### src/rtl/sid_bus_writer_if.sv
// Request side of the SID register-write queue: a valid/ready handshake carrying one
// voice/address/data register write per transfer.
interface sid_bus_writer_if;
  logic       wr_valid;
  logic       wr_ready;
  logic [1:0] wr_voice;
  logic [2:0] wr_addr;
  logic [7:0] wr_data;

  modport master (output wr_valid, wr_voice, wr_addr, wr_data, input wr_ready);
  modport slave  (input wr_valid, wr_voice, wr_addr, wr_data, output wr_ready);
endinterface

### src/rtl/sid_bus_writer.sv
// Queues SID register writes in a small FIFO and replays each as a setup / strobe / hold
// sequence on the tt_um_sid ui_in / uio_in pins.
module sid_bus_writer #(
  parameter int unsigned SETUP_CYC  = 1,
  parameter int unsigned STROBE_CYC = 2,
  parameter int unsigned HOLD_CYC   = 1,
  parameter int unsigned FIFO_DEPTH = 4
) (
  input  logic                          i_clk,
  input  logic                          i_rst,
  sid_bus_writer_if.slave               bus,
  output logic [7:0]                    o_sid_ui,
  output logic [7:0]                    o_sid_uio,
  output logic                          o_busy,
  output logic                          o_wr_done,
  output logic [$clog2(FIFO_DEPTH):0]   o_fifo_level
);
  localparam int unsigned AW   = $clog2(FIFO_DEPTH);
  localparam int unsigned MAXC = (SETUP_CYC > STROBE_CYC)
                                 ? ((SETUP_CYC > HOLD_CYC) ? SETUP_CYC : HOLD_CYC)
                                 : ((STROBE_CYC > HOLD_CYC) ? STROBE_CYC : HOLD_CYC);
  localparam int unsigned CW   = (MAXC > 1) ? $clog2(MAXC) : 1;

  typedef enum logic [1:0] {S_IDLE, S_SETUP, S_STROBE, S_HOLD} state_t;

  state_t          r_state, w_next;
  logic [CW-1:0]   r_cnt, w_cnt_load;
  logic            w_cnt_zero;

  logic [12:0]     r_mem [FIFO_DEPTH];
  logic [AW-1:0]   r_wptr, r_rptr;
  logic [AW:0]     r_level;
  logic            w_full, w_empty, w_push, w_pop;
  logic [12:0]     w_head;

  logic            r_wr, r_wr_done;
  logic [4:0]      r_va;
  logic [7:0]      r_data;
  logic            w_rise, w_fall;

  // FIFO
  assign w_full       = (r_level == (AW+1)'(FIFO_DEPTH));
  assign w_empty      = (r_level == '0);
  assign bus.wr_ready = ~i_rst & ~w_full;
  assign w_push       = bus.wr_valid & bus.wr_ready;
  assign w_head       = r_mem[r_rptr];

  always_ff @(posedge i_clk) begin
    if (w_push) r_mem[r_wptr] <= {bus.wr_voice, bus.wr_addr, bus.wr_data};
  end

  always_ff @(posedge i_clk or posedge i_rst) begin
    if (i_rst) begin
      r_wptr  <= '0;
      r_rptr  <= '0;
      r_level <= '0;
    end else begin
      if (w_push) r_wptr <= r_wptr + AW'(1);
      if (w_pop)  r_rptr <= r_rptr + AW'(1);
      case ({w_push, w_pop})
        2'b10:   r_level <= r_level + (AW+1)'(1);
        2'b01:   r_level <= r_level - (AW+1)'(1);
        default: r_level <= r_level;
      endcase
    end
  end

  // FSM: state register and per-state down-counter
  assign w_cnt_zero = (r_cnt == '0);

  always_ff @(posedge i_clk or posedge i_rst) begin
    if (i_rst) begin
      r_state <= S_IDLE;
      r_cnt   <= '0;
    end else begin
      r_state <= w_next;
      if (r_state != w_next) r_cnt <= w_cnt_load;
      else if (!w_cnt_zero)  r_cnt <= r_cnt - CW'(1);
    end
  end

  always_comb begin
    w_next     = r_state;
    w_cnt_load = '0;
    case (r_state)
      S_IDLE:   if (!w_empty)  w_next = S_SETUP;
      S_SETUP:  if (w_cnt_zero) w_next = S_STROBE;
      S_STROBE: if (w_cnt_zero) w_next = S_HOLD;
      S_HOLD:   if (w_cnt_zero) w_next = w_empty ? S_IDLE : S_SETUP;
      default:  w_next = S_IDLE;
    endcase
    case (w_next)
      S_SETUP:  w_cnt_load = CW'(SETUP_CYC - 1);
      S_STROBE: w_cnt_load = CW'(STROBE_CYC - 1);
      S_HOLD:   w_cnt_load = CW'(HOLD_CYC - 1);
      default:  w_cnt_load = '0;
    endcase
  end

  always_comb begin
    w_pop  = 1'b0;
    w_rise = 1'b0;
    w_fall = 1'b0;
    case (r_state)
      S_IDLE:   w_pop  = ~w_empty;
      S_SETUP:  w_rise = w_cnt_zero;
      S_STROBE: w_fall = w_cnt_zero;
      S_HOLD:   w_pop  = w_cnt_zero & ~w_empty;
      default:  ;
    endcase
  end

  // Pin registers: bus fields change only on a pop, which never coincides with wr=1
  always_ff @(posedge i_clk or posedge i_rst) begin
    if (i_rst) begin
      r_wr      <= 1'b0;
      r_wr_done <= 1'b0;
      r_va      <= '0;
      r_data    <= '0;
    end else begin
      r_wr_done <= w_fall;
      if (w_pop) {r_va, r_data} <= w_head;
      if (w_rise)      r_wr <= 1'b1;
      else if (w_fall) r_wr <= 1'b0;
    end
  end

  assign o_sid_ui     = {r_wr, 2'b00, r_va};
  assign o_sid_uio    = r_data;
  assign o_wr_done    = r_wr_done;
  assign o_fifo_level = r_level;
  assign o_busy       = (r_state != S_IDLE) | ~w_empty;
endmodule

### src/flat_wrapper.sv
// flat-port wrapper written by rule: the top's interface ports become plain ports
module sid_bus_writer_flat 
#(
  parameter int unsigned SETUP_CYC  = 1,
  parameter int unsigned STROBE_CYC = 2,
  parameter int unsigned HOLD_CYC   = 1,
  parameter int unsigned FIFO_DEPTH = 4
)
  (i_clk, i_rst, o_sid_ui, o_sid_uio, o_busy, o_wr_done, o_fifo_level, bus_wr_valid, bus_wr_voice, bus_wr_addr, bus_wr_data, bus_wr_ready);
  sid_bus_writer_if bus_i ();
  input  logic i_clk;
  input  logic i_rst;
  output logic [7:0] o_sid_ui;
  output logic [7:0] o_sid_uio;
  output logic o_busy;
  output logic o_wr_done;
  output logic [$clog2(FIFO_DEPTH):0] o_fifo_level;
  input wire logic [$bits(bus_i.wr_valid)-1:0] bus_wr_valid;
  input wire logic [$bits(bus_i.wr_voice)-1:0] bus_wr_voice;
  input wire logic [$bits(bus_i.wr_addr)-1:0] bus_wr_addr;
  input wire logic [$bits(bus_i.wr_data)-1:0] bus_wr_data;
  output wire logic [$bits(bus_i.wr_ready)-1:0] bus_wr_ready;
  assign bus_i.wr_valid = bus_wr_valid;
  assign bus_i.wr_voice = bus_wr_voice;
  assign bus_i.wr_addr = bus_wr_addr;
  assign bus_i.wr_data = bus_wr_data;
  assign bus_wr_ready = bus_i.wr_ready;
  sid_bus_writer #(.SETUP_CYC(SETUP_CYC), .STROBE_CYC(STROBE_CYC), .HOLD_CYC(HOLD_CYC), .FIFO_DEPTH(FIFO_DEPTH)) u_core (.i_clk(i_clk), .i_rst(i_rst), .bus(bus_i), .o_sid_ui(o_sid_ui), .o_sid_uio(o_sid_uio), .o_busy(o_busy), .o_wr_done(o_wr_done), .o_fifo_level(o_fifo_level));
endmodule
### config.mk
export PLATFORM = sky130hd
export DESIGN_NAME = sid_bus_writer_flat
export DESIGN_NICKNAME = d
export VERILOG_FILES = /design/src/rtl/sid_bus_writer_if.sv /design/src/rtl/sid_bus_writer.sv /design/src/flat_wrapper.sv
export SDC_FILE = /design/constraint.sdc
export NUM_CORES = 1
export LEC_CHECK = 0
export CAP_MARGIN = 20
export CORE_MARGIN = 2
export CORE_UTILIZATION = 59
export DETAILED_ROUTE_END_ITERATION = 8
export GPL_TIMING_DRIVEN = 0
export HOLD_SLACK_MARGIN = 0.02
export MAX_ROUTING_LAYER = met4
export PLACE_DENSITY = 0.84
export SLEW_MARGIN = 10
export SYNTH_ARGS = -nofsm -noshare
export SYNTH_HDL_FRONTEND = slang
export SYNTH_SLANG_ARGS = --single-unit
### constraint.sdc
create_clock -name i_clk -period 3.8 [get_ports i_clk]
set_input_delay 0.57 -clock i_clk [delete_from_list [all_inputs] [get_ports i_clk]]
set_output_delay 0.57 -clock i_clk [all_outputs]
set_load 0.005 [all_outputs]
==> metrics.md <==
| Metric | Value |
|---|---|
| Synthesis-stage register bit count | `77` |
| Commonest cells post-synth | `edfxtp_1 (52), dfrtp_1 (25), mux2_2 (15), mux4_2 (13), ha_1 (10)` |
| Reg2reg start | `u_core.r_state[0]` |
| Initial Util | `61.29%` |
| Total Nets Final | `243` |
| Syn-to-layout area delta | `21.10%` |
| Worst hold start | `u_core.o_sid_uio[4]` |
| Synthesized area | `0.003131 mm²` |
| Initial antenna violation count | `0` |
| H-tree depth | `3` |
| Hold Path Stages | `1` |
| Worst Hold Class | `reg -> reg` |
| Final Hold Viols | `0` |
| Leakage power | `1.410 nW` |
| Post-cts sizing count | `0` |
| Max cap viols | `0` |
| Via count | `1572` |
| Rows | `26` |
| Mean Syn Cell Area | `18.63 µm²` |
| Die Area | `0.005904 mm²` |
| Worst Setup Path Type | `reg -> reg` |
| CTS tree | `done` |
| Clock Skew | `8.682 ps` |
| Count leader, synth | `edfxtp_1` |
| Peak VDD IR | `0.4300 mV` |
| Yosys cell types | `27` |
| Worst r2r dst | `u_core.o_fifo_level[1]` |
| Port Buffers | `35` |
| Root Driver | `clkbuf_8` |
| Post-CTS Repair Setup Buffers | `0` |
| Fin crit share | `66.50%` |
| Clock Sink Count | `77` |
| TNS Setup | `0 ps` |
| Routability Congestion | `0.7462` |
| Post-synthesis async set-or-reset flop share | `32.47%` |
| Final min period | `2527 ps` |
| # fillers | `307` |
| TritonRoute pass-1 iters | `4` |
| Cell mode on critical path | `ha_1` |
| CTS hold repair buffers | `0` |
| N_diodes | `0` |
| Clk pin slew, worst setup/hold paths | `70 ps` |
| Final core utilization | `74.23%` |
| Pre-CTS WS | `1122 ps` |
| CTS Buf Count | `9` |
| Vias in the first global route | `1673` |
| Cell Chain, Critical Path | `inv_1, ha_1, a211oi_4, buf_6, ha_1, fa_1, mux2_2` |
| DRT Wirelength | `5023 µm` |
| Layout cells sized above 1 | `23.18%` |
| Core ar. | `0.005107 mm²` |
| Vias per cell | `5.421` |
| Total power draw | `2.999 mW` |
| Dominant cells by area after synthesis | `edfxtp_1 (50%), dfrtp_1 (20%), mux4_2 (9.4%)` |
| Startpoint Class | `register` |
| Yosys top cell by area | `edfxtp_1` |
| Pwr/cell area | `791.0 mW/mm²` |
| Multi-input gate area | `853.3 µm²` |
| DIE HEIGHT | `76.84 µm` |
| Global-route usage over all layers | `18.99%` |
| Die width | `76.84 µm` |
| Syn Inst Count | `168` |
| Cell count of the worst reg-to-reg path | `7` |
| Critical Path Sink Type | `register` |
| Drt drc | `0` |
| Skew-Pair Late Insertion Delay | `340 ps` |
| Buffer depth of the longest clock path | `2` |
| Max Freq | `0.3958 GHz` |
| Largest net degree at the start of global routing | `26` |
| Delay of the slowest critical-path stage | `430 ps` |
| Post-route antenna net violation count | `0` |
| FF-to-FF setup slack | `1270 ps` |
| Post-synth EDFFs | `52` |
| RSZ-0062 raised after global routing | `false` |
| Slew headroom | `51.09%` |
| Yosys warning total | `0` |
| Grt ovf | `0` |
| Slew @ Worst Pin | `733.7 ps` |
| Top cell type's share of synthesized area | `49.88%` |
| Slew Limit Fails | `0` |
| Sequential area share after synthesis | `69.86%` |
| Critical path required time | `4020 ps` |
| CP max stage cell | `a211oi_4` |
| Hold endpoint | `u_core.o_sid_uio[4]` |
| Register area | `0.002187 mm²` |
| I/O pin cnt | `38` |
| Setup ws final | `1273 ps` |
| First-pass GRT wire length | `7969 µm` |
| Final HPWL DP | `3337 µm` |
| Outcome | `completed` |
| DR iter-0 viols | `57` |
| Critical Path AT | `2750 ps` |
| Highest net fanout along the worst path | `10` |
| Synth Flop Type | `edfxtp_1` |
| Final setup fails | `0` |
| Drt wl/cell | `17.32 µm` |
## area by class of cell
| cell class | count | area share, % |
|---|---|---|
| clock inverters | 5 | 2.013 |
| flip-flops and latches | 77 | 57.69 |
| well taps | 70 | 2.310 |
| multi-input cells | 76 | 22.51 |
| clock buffers | 10 | 3.366 |
| plain buffers | 7 | 1.584 |
| inverters | 9 | 0.8911 |
| repair buffers | 36 | 9.637 |
## report_power, final
part	total, mW	internal (mW)	switching [mW]	leakage [nW]
clock network	0.634	0.363	0.271	0.0998
logic	1.13	0.667	0.463	0.542
registers	1.24	1.11	0.126	0.769
total	3.00	2.14	0.860	1.41
## metrics by stage
stage / hold WS, ps / area, µm² / instances
after detailed placement: 499.5 / 3572 / 274
after global routing: 530.9 / 3791 / 290
after CTS: 515.8 / 3776 / 289
after global placement: 488.7 / 3572 / 274
final: 507.1 / 3791 / 290
after floorplan: 486.5 / 3134 / 169
## cell usage in the layout, fill, tap and decap left out, types with 2 or more instances in the layout
master and count:
inv_1 9, mux2_2 15, dfrtp_1 25, edfxtp_1 52
o21ai_0 2, clkdlybuf4s50_1 35, xnor2_1 4, nor2_1 6
buf_4 3, clkbuf_8 9, and3_1 4, nand2_1 3
conb_1 2, nor2b_1 3, mux4_2 13, bufinv_16 2
clkbuf_1 2, ha_1 10, a21oi_1 2, xor2_1 2
a21boi_0 2, buf_6 3
## state kept, by name, summed over array words and instances (netlist names)
signal / count
u_core.r_rptr: 2
u_core.r_state: 2
u_core.r_mem: 52
u_core.r_va: 5
u_core.o_sid_uio: 8
u_core.r_cnt: 1
u_core.r_wptr: 2
u_core.r_wr: 1
u_core.o_fifo_level: 3
u_core.o_wr_done: 1
## worst max-delay path by stage
stage,from,end,cells after the start
6_report,u_core.r_state[0],u_core.o_fifo_level[1],7
2_1_floorplan,u_core.r_state[0],u_core.o_fifo_level[1],7
3_3_place_gp,i_rst,u_core.o_fifo_level[2],9
5_1_grt,u_core.r_state[1],u_core.o_fifo_level[1],8
3_5_place_dp,i_rst,u_core.o_fifo_level[2],9
4_1_cts,u_core.r_state[0],u_core.o_fifo_level[1],7
## metal layers
| layer | track usage (%) | part of all wire (%) | routed length (µm) | vias up |
|---|---|---|---|---|
| li1 | - | - | - | 714 |
| met1 | 20.63 | 39 | 1957 | 807 |
| met2 | 33.86 | 55 | 2771 | 41 |
| met3 | 4.235 | 4.2 | 209 | 10 |
| met4 | 7.455 | 1.7 | 85 | 0 |
| met5 | - | 0 | 0 | - |
## kinds of logic after synthesis
logic type | Yosys count | share of synthesized area (%)
flops | 77 | 69.86
simple gates | 20 | 3.677
compound gates | 8 | 1.958
fa+ha+maj | 11 | 4.636
other cells | 1 | 0.1198
xor+xnor | 6 | 1.679
mux | 29 | 15.07
buf+inv | 16 | 2.997
## critical path, delay by kind of cell (launching register included)
kind            cells  cell delay [ps]
fa+ha+maj           3              970
compound gates      1              430
flops               1              410
buf+inv             2              340
mux                 1              260
No activity file was read; power rests on OpenSTA's default activity.
